$ cat config.mk
export PLATFORM = sky130hd
export DESIGN_NAME = rns_mac_ctrl
export DESIGN_NICKNAME = d
export VERILOG_FILES = /design/src/rtl/rns_mac_ctrl.sv
export SDC_FILE = /design/constraint.sdc
export NUM_CORES = 1
export LEC_CHECK = 0
export ABC_AREA = 1
export BUFFER_PORTS_ARGS = -buffer_cell sky130_fd_sc_hd__buf_4
export CAP_MARGIN = 20
export CORE_AREA = 4 4 111 113
export DETAILED_ROUTE_END_ITERATION = 8
export DIE_AREA = 0 0 115 117
export GPL_TIMING_DRIVEN = 0
export HOLD_SLACK_MARGIN = 0.12
export PLACE_DENSITY = 0.62
export SYNTH_ARGS = -nofsm -noshare
export SYNTH_HDL_FRONTEND = slang
export SYNTH_SLANG_ARGS = --single-unit
$ cat constraint.sdc
create_clock -name clk -period 2.8 [get_ports clk]
set_input_delay 0.14 -clock clk [delete_from_list [all_inputs] [get_ports clk]]
set_output_delay 0.14 -clock clk [all_outputs]
set_load 0.01 [all_outputs]
$ cat src/rtl/rns_mac_ctrl.sv
// Burst sequencer for a shared set-3 RNS multiply-accumulate (moduli 2^(N+1)-1, 2^N, 2^N-1).
// Define RNS_MAC_PIPE_EN to register the products ahead of the accumulators (adds DRAIN state).
module rns_mac_ctrl #(
    parameter int N  = 4,
    parameter int LW = 8
) (
    input  logic          clk,
    input  logic          rst,
    input  logic          start,
    input  logic [LW-1:0] len,
    input  logic          in_valid,
    output logic          in_ready,
    input  logic [N:0]    a1,
    input  logic [N:0]    b1,
    input  logic [N-1:0]  a2,
    input  logic [N-1:0]  b2,
    input  logic [N-1:0]  a3,
    input  logic [N-1:0]  b3,
    output logic          out_valid,
    input  logic          out_ready,
    output logic [N:0]    acc1,
    output logic [N-1:0]  acc2,
    output logic [N-1:0]  acc3,
    output logic          busy,
    output logic [1:0]    dbg_state
);

    // Handshakes: a transfer happens on a rising edge where valid & ready are both high;
    // valid never waits on ready, and out_valid holds with stable data until out_ready.

    typedef enum logic [1:0] {
        IDLE  = 2'd0,
        RUN   = 2'd1,
        DRAIN = 2'd2,
        DONE  = 2'd3
    } state_t;

`ifdef RNS_MAC_PIPE_EN
    localparam bit PIPE_EN = 1'b1;
`else
    localparam bit PIPE_EN = 1'b0;
`endif

    localparam logic [LW-1:0] ONE = LW'(1);

    state_t        state;
    logic [LW-1:0] count;
    logic          accept;

    // Products straight from the multiplier.
    logic [N:0]    p1;
    logic [N-1:0]  p2;
    logic [N-1:0]  p3;

    // Products as seen by the accumulators, with their qualifier.
    logic [N:0]    f1;
    logic [N-1:0]  f2;
    logic [N-1:0]  f3;
    logic          fv;

    // (a*b) mod 2^(N+1)-1: fold the high half onto the low half with end-around carry.
    function automatic logic [N:0] mul_m1(input logic [N:0] x, input logic [N:0] y);
        logic [2*N+1:0] p;
        logic [N+1:0]   s;
        p = {{(N+1){1'b0}}, x} * {{(N+1){1'b0}}, y};
        s = {1'b0, p[N:0]} + {1'b0, p[2*N+1:N+1]};
        return s[N:0] + {{N{1'b0}}, s[N+1]};
    endfunction

    function automatic logic [N-1:0] mul_m2(input logic [N-1:0] x, input logic [N-1:0] y);
        logic [2*N-1:0] p;
        p = {{N{1'b0}}, x} * {{N{1'b0}}, y};
        return p[N-1:0];
    endfunction

    function automatic logic [N-1:0] mul_m3(input logic [N-1:0] x, input logic [N-1:0] y);
        logic [2*N-1:0] p;
        logic [N:0]     s;
        p = {{N{1'b0}}, x} * {{N{1'b0}}, y};
        s = {1'b0, p[N-1:0]} + {1'b0, p[2*N-1:N]};
        return s[N-1:0] + {{(N-1){1'b0}}, s[N]};
    endfunction

    // End-around-carry add; the all-ones alternate zero is folded to 0 so results stay canonical.
    function automatic logic [N:0] add_m1(input logic [N:0] x, input logic [N:0] y);
        logic [N+1:0] s;
        logic [N:0]   r;
        s = {1'b0, x} + {1'b0, y};
        r = s[N:0] + {{N{1'b0}}, s[N+1]};
        return (r == {(N+1){1'b1}}) ? {(N+1){1'b0}} : r;
    endfunction

    function automatic logic [N-1:0] add_m3(input logic [N-1:0] x, input logic [N-1:0] y);
        logic [N:0]   s;
        logic [N-1:0] r;
        s = {1'b0, x} + {1'b0, y};
        r = s[N-1:0] + {{(N-1){1'b0}}, s[N]};
        return (r == {N{1'b1}}) ? {N{1'b0}} : r;
    endfunction

    assign accept = in_valid & in_ready;

    always_comb begin
        p1 = mul_m1(a1, b1);
        p2 = mul_m2(a2, b2);
        p3 = mul_m3(a3, b3);
    end

`ifdef RNS_MAC_PIPE_EN
    logic [N:0]   p1_q;
    logic [N-1:0] p2_q;
    logic [N-1:0] p3_q;
    logic         pv_q;

    always_ff @(posedge clk or posedge rst) begin
        if (rst) begin
            p1_q <= '0;
            p2_q <= '0;
            p3_q <= '0;
            pv_q <= 1'b0;
        end else begin
            pv_q <= accept;
            if (accept) begin
                p1_q <= p1;
                p2_q <= p2;
                p3_q <= p3;
            end
        end
    end

    assign f1 = p1_q;
    assign f2 = p2_q;
    assign f3 = p3_q;
    assign fv = pv_q;
`else
    assign f1 = p1;
    assign f2 = p2;
    assign f3 = p3;
    assign fv = accept;
`endif

    always_ff @(posedge clk or posedge rst) begin
        if (rst) begin
            state     <= IDLE;
            count     <= '0;
            in_ready  <= 1'b0;
            out_valid <= 1'b0;
            busy      <= 1'b0;
            acc1      <= '0;
            acc2      <= '0;
            acc3      <= '0;
        end else begin
            // Only RUN and DRAIN ever see fv high, so folding here is safe for all states.
            if (fv) begin
                acc1 <= add_m1(acc1, f1);
                acc2 <= acc2 + f2;
                acc3 <= add_m3(acc3, f3);
            end
            case (state)
                IDLE: begin
                    if (start) begin
                        acc1 <= '0;
                        acc2 <= '0;
                        acc3 <= '0;
                        busy <= 1'b1;
                        if (len != '0) begin
                            state    <= RUN;
                            count    <= len;
                            in_ready <= 1'b1;
                        end else begin
                            state     <= DONE;
                            out_valid <= 1'b1;
                        end
                    end
                end
                RUN: begin
                    if (accept) begin
                        count <= count - ONE;
                        if (count == ONE) begin
                            in_ready  <= 1'b0;
                            state     <= PIPE_EN ? DRAIN : DONE;
                            out_valid <= !PIPE_EN;
                        end
                    end
                end
                DRAIN: begin
                    state     <= DONE;
                    out_valid <= 1'b1;
                end
                DONE: begin
                    if (out_ready) begin
                        state     <= IDLE;
                        out_valid <= 1'b0;
                        busy      <= 1'b0;
                    end
                end
                default: state <= IDLE;
            endcase
        end
    end

    assign dbg_state = state;

endmodule

==> PnR_summary.wiki, run 1 <==
{| class="wikitable"
! Metric !! Value
|-
| CTS root buf || sky130_fd_sc_hd__clkbuf_16
|-
| Worst reg-to-reg setup slack || about 0.48 ns
|-
| Die Area || around 13,000 µm²
|-
| Die width || 115 µm
|-
| TritonCTS Buffers || 3
|-
| Via count of the first global-routing pass || around 3,800
|-
| Wire length of the first global-routing pass || approximately 16 mm
|-
| Number of pins with negative max-slew slack in the final report || 0
|-
| Vias per cell || ~4.8
|-
| Number of cells on the worst hold path || 3
|-
| Filler Cells Inserted || ~1,100
|-
| Synth Cell Area || roughly 3900 µm²
|-
| Worst-path cell with the longest stage delay || sky130_fd_sc_hd__fa_1
|-
| Synthesis-to-layout area growth || 31.8%
|-
| Num Clock Sinks || 26
|-
| Leading cell type in the layout, fill and taps excluded || sky130_fd_sc_hd__nand2_1
|-
| Logic depth of the worst register-to-register path || 16
|-
| Routing usage on met3 || 1.59%
|-
| Portion of synthesized cell area occupied by the leading cell type || around 22%
|-
| Worst rel slew slack || roughly 63%
|-
| Initial Util || 34.2%
|-
| GPL Wtd Cong || 0.824
|-
| Die height || roughly 120 µm
|-
| All-layer global routing usage || about 14%
|-
| H-tree levels || 1
|-
| Run status || finished, violations left
|-
| Placed cell count || 735
|-
| Number of antenna repair diodes || 0
|-
| Total Power Consumption || 5.41 mW
|-
| Least-Margin Pin Slew || approximately 0.55 ns
|-
| Highest net fanout along the worst path || 4
|-
| Fmax || 182 MHz
|-
| Library cell occupying the most area in the post-synthesis netlist || sky130_fd_sc_hd__ha_1
|-
| Top cells by area, synth || sky130_fd_sc_hd__ha_1 22%, sky130_fd_sc_hd__dfrtp_1 17%, sky130_fd_sc_hd__nand2_1 12%
|-
| Global-route track usage on met2 || a little over a quarter
|-
| NumNets Final || roughly 740
|-
| Maximum number of pins on one net before global-route repair || 27
|-
| Clock Latency Late Sink || approximately 0.26 ns
|-
| Leakage Power || 2.82 nW
|-
| Final routed wirelength across all metal layers || 9.02 mm
|-
| Hold violation total from the final report || 0
|-
| Kind of end point of the critical path || flop
|-
| Drt wl/cell || between 10 and 15 µm
|-
| R2R Path End || acc1[3]
|-
| Number of warning messages in the yosys log || 0
|-
| Synth cell types || 33
|-
| DP Wirelength || around 7.3 mm
|-
| ANT nets after route || 0
|-
| Register clock-pin slew on the reported worst setup and hold paths || approximately 0.070 ns
|-
| Hold Startpoint || len[1]
|-
| Highest-count cells in the layout ignoring fill and taps || 110 x sky130_fd_sc_hd__nand2_1, 108 x sky130_fd_sc_hd__inv_1, 63 x sky130_fd_sc_hd__buf_4
|-
| Fraction of met1 tracks used by global routing || 16.4%
|-
| Crit path setup slack, layout || -2.70 ns
|-
| Shortest period the worst path allows || between 5 and 6 ns
|-
| Violated checks || negative setup slack
|-
| Worst vdd rail ir drop || 0.000538 V
|-
| Critical path launch point || a1[0]
|-
| Setup CP Type || in2reg
|-
| Arrival @ worst endpoint || between 5 and 6 ns
|-
| End point of the critical path || acc1[3]
|-
| Number of antenna violations at the first check in global routing || 0
|-
| Post-route setup TNS || -20.42 ns
|-
| Final instance count without filler cells || 759
|-
| Area of the placeable core || approximately 11,000 µm²
|-
| Fraction of layout cells with a size suffix above 1 || 25.8%
|-
| Post-layout utilization of the core || a little under half
|-
| Row count || 39
|-
| Post-detailed-route DRC marker count || 0
|-
| Critical Path Start Type || input pin
|-
| Most used routing layer || met2
|-
| IO Count || between 50 and 60
|-
| Final count of negative-setup-slack endpoints || 9
|-
| Port-buffer cells || 56
|-
| Worst-case hold slack || approximately 0.15 ns
|-
| Synth Register Bits || 26
|-
| Largest buffer count on any clock path || 2
|-
| Worst min path class || in2reg
|-
| Data required time of the critical path || slightly below 3 ns
|-
| Final global-route overflow total || 0
|-
| Mean instance size in the synthesized netlist || between 7 and 8 µm²
|-
| Routed vias || between 3,000 and 4,000
|-
| Unrepaired setup endpoints after global routing || true
|-
| Final critical-path share of the clock period || 196%
|-
| Gate count after technology mapping || ~540
|-
| CP max stage delay || roughly 0.54 ns
|-
| Max Cap Violations || 0
|-
| Share of the yosys chip area belonging to registers || between 10% and 20%
|-
| Initial DRT Pass Iterations || 4
|-
| Reg-to-reg critical path startpoint || acc1[1]
|-
| TritonCTS clock tree || done
|-
| Initial DRC count || between 90 and 100
|-
| Power density normalized to cell area || between 1000 and 1500 nW/µm²
|-
| Clk_skew || ~0.0034 ns
|-
| Most frequent CP cell || sky130_fd_sc_hd__a21oi_2
|-
| Mapped Nets || ~660
|}
area by class of cell:
type | count | area [µm²] | share of cell area [%]
buffer | 4 | 23.8 | 0.466
clock buffer | 4 | 88.8 | 1.74
multi-input combinational | 388 | 3070 | 60.2
sequential | 26 | 651 | 12.8
timing repair buffer | 76 | 641 | 12.6
inverter | 118 | 445 | 8.73
tap | 143 | 179 | 3.51
cell families (layout without fill, tap and decap cells):
kind of cell,Yosys count,in the layout,synth area share (%)
flops,26,26,16.8
buf+inv,122,202,12.1
simple gates,199,199,21.4
compound gates,69,69,10.3
fa+ha+maj,88,88,32.1
xor+xnor,31,31,7.02
mux,1,1,0.259
synthesized netlist by cell type:
cell type / count
sky130_fd_sc_hd__a211oi_1: 1
sky130_fd_sc_hd__a21o_1: 1
sky130_fd_sc_hd__a21oi_1: 30
sky130_fd_sc_hd__buf_2: 1
sky130_fd_sc_hd__buf_6: 1
sky130_fd_sc_hd__clkbuf_1: 2
sky130_fd_sc_hd__dfrtp_1: 26
sky130_fd_sc_hd__fa_1: 19
sky130_fd_sc_hd__ha_1: 69
sky130_fd_sc_hd__inv_1: 115
sky130_fd_sc_hd__inv_2: 2
sky130_fd_sc_hd__inv_4: 1
sky130_fd_sc_hd__mux2i_1: 1
sky130_fd_sc_hd__nand2_1: 122
sky130_fd_sc_hd__nand2_2: 3
sky130_fd_sc_hd__nand3_1: 28
sky130_fd_sc_hd__nand3_4: 1
sky130_fd_sc_hd__nand4_1: 4
sky130_fd_sc_hd__nor2_1: 37
sky130_fd_sc_hd__nor2_2: 1
sky130_fd_sc_hd__nor3_2: 1
sky130_fd_sc_hd__nor4_1: 1
sky130_fd_sc_hd__o211ai_1: 2
sky130_fd_sc_hd__o21ai_0: 22
sky130_fd_sc_hd__o21ai_1: 1
sky130_fd_sc_hd__o21ai_2: 5
sky130_fd_sc_hd__o21bai_1: 4
sky130_fd_sc_hd__o221ai_1: 1
sky130_fd_sc_hd__o22ai_2: 1
sky130_fd_sc_hd__o31ai_1: 1
sky130_fd_sc_hd__or2_1: 1
sky130_fd_sc_hd__xnor2_1: 15
sky130_fd_sc_hd__xor2_1: 16
where the power goes:
| group | switching (mW) | internal, mW | total (mW) |
|---|---|---|---|
| Sequential | 0.180 | 0.562 | 0.743 |
| Combinational | 2.41 | 1.90 | 4.31 |
| Clock | 0.132 | 0.219 | 0.351 |
flip-flops by register name, summed over array words and instances, names as in the netlist:
signal / cells
count: 8
in_ready: 1
acc2: 4
busy: 1
acc1: 5
acc3: 4
out_valid: 1
dbg_state: 2
per-layer routing:
metal	share of wire [%]	vias up	routed length [µm]
li1	-	1838	-
met1	43	1712	3900
met2	53	53	4820
met3	2.6	7	239
met4	0.75	0	68
met5	0	-	0
through the flow:
step / area, µm² / worst slack (ns)
final: 5100 / -2.70
after CTS: 4980 / -2.73
after detailed placement: 4640 / -3.27
after global routing: 5100 / -3.01
after floorplan: 4040 / -2.65
after global placement: 4640 / -3.21
what timing repair did:
item | 4_1_cts | 5_1_grt
pin swaps | 58 | 15
endpoints found under the setup margin | 9 | 9
hold buffers | 0 | 1
endpoints found under the hold margin | 0 | 11
resized for setup | 38 | 19
buffers inserted | 15 | 3
critical path: cells and delay by family:
family	cells	cell delay, ns
compound gates	9	0.88
xor+xnor	2	0.29
fa+ha+maj	10	3.04
buf+inv	6	0.39
simple gates	11	0.90
worst min-delay path by stage:
| stage | to | slack (ns) |
|---|---|---|
| floorplan | acc1[0] | 0.18 |
| global placement | count[2] | 0.41 |
| CTS | count[1] | 0.15 |
| finish | count[1] | 0.15 |
| detailed placement | count[3] | 0.42 |
| global route | count[3] | 0.16 |
Note: power is estimated with default switching activity, not from simulation.
==> run 2: changes to the inputs <==
==> config.mk (replaced) <==
export PLATFORM = sky130hd
export DESIGN_NAME = rns_mac_ctrl
export DESIGN_NICKNAME = d
export VERILOG_FILES = /design/src/rtl/rns_mac_ctrl.sv
export SDC_FILE = /design/constraint.sdc
export NUM_CORES = 1
export LEC_CHECK = 0
export BUFFER_PORTS_ARGS = -buffer_cell sky130_fd_sc_hd__buf_4
export CAP_MARGIN = 20
export CORE_AREA = 4 4 108 110
export DETAILED_ROUTE_END_ITERATION = 8
export DIE_AREA = 0 0 112 114
export GPL_TIMING_DRIVEN = 0
export HOLD_SLACK_MARGIN = 0.12
export PLACE_DENSITY = 0.63
export SYNTH_ARGS = -nofsm -noshare
export SYNTH_HDL_FRONTEND = slang
export SYNTH_SLANG_ARGS = --single-unit
==> run 2 against run 1 <==
  * The run still ends with negative setup slack left
  * Sequential share of layout area rose by 0.19 points
  * Core utilization up 1.9 points
  * Wire length shrank 4.6%
  * Critical endpoint unchanged
==> PnR_summary.wiki, run 2 <==
{| class="wikitable"
! Metric !! Value
|-
| Num Clock Sinks || 26 (unchanged)
|-
| Leading cell type in the layout, fill and taps excluded || sky130_fd_sc_hd__buf_4
|-
| Top FF cell, synth || sky130_fd_sc_hd__dfrtp_1
|-
| IO Count || 57 (unchanged)
|-
| H-tree levels || 1 (unchanged)
|-
| Die Area || 12,800 µm² (-5.1%)
|-
| Die height || 114 µm (-2.6%)
|-
| Fmax || 169 MHz (-6.9%)
|-
| Proportion of synthesized flip-flops having asynchronous set or reset || 100% (unchanged)
|-
| Crit path setup slack, layout || -3.11 ns (-0.411 ns)
|-
| Initial Util || 34.6% (+0.40 points)
|-
| Fraction of met1 tracks used by global routing || 17.4% (+0.95 points)
|-
| Filler Cells Inserted || 1,034 (-9.7%)
|-
| Portion of synthesized cell area occupied by the leading cell type || 23.3% (+1.0 points)
|-
| Number of flip-flops in the largest register || 8 (unchanged)
|-
| All-layer global routing usage || 13.3% (-0.66 points)
|-
| Via count of the first global-routing pass || 3,213 (-16%)
|-
| Setup CP Type || in2reg
|-
| Drt wl/cell || 13.3 µm (+12%)
|-
| Synth Cell Area || 3700 µm² (-4.4%)
|-
| Share of synthesized cell area in and, or, nand and nor gates || 17.4% (-4.0 points)
|-
| Critical Path Start Type || input pin
|-
| Hold violation total from the final report || 0 (unchanged)
|-
| Number of pins with negative max-slew slack in the final report || 0 (unchanged)
|-
| Register with the highest flop count || count
|-
| GPL Wtd Cong || 0.854 (+3.7%)
|-
| Largest family of logic cells by synthesized area || adder cells
|-
| Most used routing layer || met2
|-
| Synth cell types || 49 (+48%)
|-
| Data required time of the critical path || 2.97 ns (+0.04 ns)
|-
| Vias per cell || 4.96 (+4.2%)
|-
| Number of antenna repair diodes || 0 (unchanged)
|-
| Number of enable flip-flop cells after synthesis || 0 (unchanged)
|-
| Row count || 38 (-2.6%)
|-
| Final count of negative-setup-slack endpoints || 9 (unchanged)
|-
| Violated checks || negative setup slack
|-
| Port-buffer cells || 56 (unchanged)
|-
| Synthesis-to-layout area growth || 35.8%
|-
| Cell with the most instances after synthesis || sky130_fd_sc_hd__ha_1
|-
| Area of the placeable core || 10,700 µm² (-5.5%)
|-
| Routing usage on met3 || 1.17% (-0.43 points)
|-
| Fraction of layout cells with a size suffix above 1 || 30.9% (+5.1 points)
|-
| Initial DRC count || 67 (-32%)
|-
| TritonCTS Buffers || 3 (unchanged)
|-
| Top cells by area, synth || sky130_fd_sc_hd__ha_1 23%, sky130_fd_sc_hd__dfrtp_1 18%, sky130_fd_sc_hd__fa_1 10%
|-
| Wire length of the first global-routing pass || 14.5 mm (-8.5%)
|-
| Final critical-path share of the clock period || 211% (+15 points)
|-
| Design area || 5030 µm² (-1.4%)
|-
| Unrepaired setup endpoints after global routing || true
|-
| Worst min path class || in2reg
|-
| Final global-route overflow total || 0 (unchanged)
|-
| Adder-cell share of the synthesized area || 33.6% (+1.5 points)
|-
| Run status || finished, violations left
|-
| Clk_skew || 0.00175 ns (-0.00165 ns)
|-
| Leakage Power || 2.46 nW (-13%)
|-
| Placed cell count || 612 (-17%)
|-
| Total Power Consumption || 6.34 mW (+17%)
|-
| Shortest period the worst path allows || 5.91 ns (+0.411 ns)
|-
| Clock Latency Late Sink || 0.27 ns (about the same)
|-
| Synth Register Bits || 26 (unchanged)
|-
| Arrival @ worst endpoint || 6.08 ns (+0.45 ns)
|-
| Worst-case hold slack || 0.160 ns (+0.0103 ns)
|-
| List of most frequent post-synthesis cells || 69 x sky130_fd_sc_hd__ha_1, 46 x sky130_fd_sc_hd__inv_1, 42 x sky130_fd_sc_hd__nand2_1
|-
| TritonCTS clock tree || done
|-
| Most frequent CP cell || sky130_fd_sc_hd__ha_4
|-
| Highest net fanout along the worst path || 4 (unchanged)
|-
| Routed vias || 3,198 (-11%)
|-
| Register clock-pin slew on the reported worst setup and hold paths || 0.09 ns (+0.02 ns)
|-
| ANT nets after route || 0 (unchanged)
|-
| Library cell occupying the most area in the post-synthesis netlist || sky130_fd_sc_hd__ha_1
|-
| Power density normalized to cell area || 1260 nW/µm² (+19%)
|-
| Largest buffer count on any clock path || 2 (unchanged)
|-
| Compound-cell area share of the yosys netlist || 15.0% (+4.8 points)
|-
| Max Cap Violations || 0 (unchanged)
|-
| NumNets Final || 633 (-15%)
|-
| Post-layout utilization of the core || 47.0% (+1.9 points)
|-
| Mapped Nets || 543 (-18%)
|-
| Cell family with the largest share of critical-path delay || adder cells
|-
| Kind of end point of the critical path || flop
|-
| Worst vdd rail ir drop || 0.000583 V (+8.5%)
|-
| DP Wirelength || 6.88 mm (-5.2%)
|-
| Share of the yosys chip area belonging to registers || 17.6% (+0.77 points)
|-
| Worst-path cell with the longest stage delay || sky130_fd_sc_hd__fa_1
|-
| Area after DPL || 4490 µm² (-3.2%)
|-
| Initial DRT Pass Iterations || 4 (unchanged)
|-
| Combined area of the multi-input logic cells || 3210 µm² (+4.4%)
|-
| Post-route setup TNS || -23.20 ns (-2.79 ns)
|-
| CP max stage delay || 0.55 ns (about the same)
|-
| Worst-case setup slack after placement || -3.57 ns (-0.292 ns)
|-
| Global-route track usage on met2 || 24.7% (-2.5 points)
|-
| Mean instance size in the synthesized netlist || 8.89 µm² (+23%)
|-
| Final routed wirelength across all metal layers || 8.61 mm (-4.6%)
|-
| Area share of xor/xnor cells in the synthesized design || 8.66% (+1.6 points)
|-
| Die width || 112 µm (-2.6%)
|-
| FF/Latch Area || 651 µm² (unchanged)
|-
| Share of cell area taken by muxes after synthesis || 1.93% (+1.7 points)
|-
| Highest-count cells in the layout ignoring fill and taps || 73 x sky130_fd_sc_hd__buf_4, 53 x sky130_fd_sc_hd__ha_1, 42 x sky130_fd_sc_hd__inv_1
|-
| Final instance count without filler cells || 645 (-15%)
|-
| Gate count after technology mapping || 416 (-22%)
|-
| Biggest regs || count (8), acc1 (5)
|-
| Worst rel slew slack || 51.4% (-12 points)
|-
| Maximum number of pins on one net before global-route repair || 27 (unchanged)
|-
| Number of buffer and inverter stages on the critical path || 2 (-4)
|-
| Post-detailed-route DRC marker count || 0 (unchanged)
|-
| Least-Margin Pin Slew || 0.729 ns (+0.182 ns)
|-
| Number of warning messages in the yosys log || 0 (unchanged)
|-
| CTS root buf || sky130_fd_sc_hd__clkbuf_8
|-
| Number of antenna violations at the first check in global routing || 0 (unchanged)
|}
run 2: changes by cell type after synthesis, moves of 9 or more:
cell,change
sky130_fd_sc_hd__and2_1,+31
sky130_fd_sc_hd__nand2_1,-80
sky130_fd_sc_hd__nor2_1,-20
sky130_fd_sc_hd__a21o_1,+11
sky130_fd_sc_hd__xnor2_1,+9
sky130_fd_sc_hd__nand3_1,-19
sky130_fd_sc_hd__inv_1,-69
sky130_fd_sc_hd__o21ai_0,-11
run 2: final cells by class:
cell class / count / share of cell area (%)
multi-input combinational: 338 / 63.8
buffer: 6 / 0.822
inverter: 46 / 3.44
tap: 140 / 3.49
clock buffer: 4 / 1.10
timing repair buffer: 85 / 14.4
sequential: 26 / 12.9
run 2: repair_timing:
action                                  in CTS  in global routing
endpoints found under the hold margin        0                  8
hold buffers                                 0                  1
endpoints found under the setup margin       9                  9
buffers inserted                            15                 12
resized for setup                           30                 23
pin swaps                                   41                 41
cloned                                       0                  0
run 2: worst reg2reg max path, cell delays in order, from the launching register on:
cell                       delay, ns
sky130_fd_sc_hd__dfrtp_1        0.46
sky130_fd_sc_hd__ha_4           0.26
sky130_fd_sc_hd__a21o_1         0.16
sky130_fd_sc_hd__a21oi_2        0.15
sky130_fd_sc_hd__nor2b_1        0.06
sky130_fd_sc_hd__o21ai_1        0.11
sky130_fd_sc_hd__nand2b_1       0.09
sky130_fd_sc_hd__ha_2           0.21
sky130_fd_sc_hd__ha_4           0.28
sky130_fd_sc_hd__nand3b_1       0.07
sky130_fd_sc_hd__mux2_4         0.29
sky130_fd_sc_hd__nor3_4         0.24
sky130_fd_sc_hd__nor3_2         0.07
sky130_fd_sc_hd__a22o_1         0.21
run 2: routing by layer:
metal,part of all wire (%),up-vias
met5,0,-
met4,0.33,0
met3,2.4,4
met2,53,36
met1,44,1551
li1,-,1607
run 2: worst paths after layout:
| kind | start | end | slack [ns] | depth (start not counted) |
|---|---|---|---|---|
| worst min-delay path | in_valid | acc2[1] | 0.16 | 3 |
| worst max-delay path | b1[2] | acc1[3] | -3.11 | 31 |
| max in group asynchronous | rst | count[7] | 1.92 | 4 |
| min in group asynchronous | rst | acc1[1] | 0.43 | 3 |
| worst max register to register | acc1[1] | acc1[3] | 0.01 | 13 |
| worst min register to register | out_valid | out_valid | 0.54 | 2 |
run 2: report_power, final:
group	switching (mW)	internal, mW	total [mW]
registers	0.221	0.577	0.798
clock network	0.122	0.126	0.248
logic	2.52	2.77	5.29
total	2.87	3.47	6.34
run 2: cells by family after synthesis:
| kind of cell | Yosys count |
|---|---|
| adders and majority gates | 88 |
| xor gates and xnor gates | 35 |
| muxes | 7 |
| and+or+nand+nor | 125 |
| AOI/OAI and AO/OA | 83 |
| buffers and inverters | 52 |
| DFF | 26 |
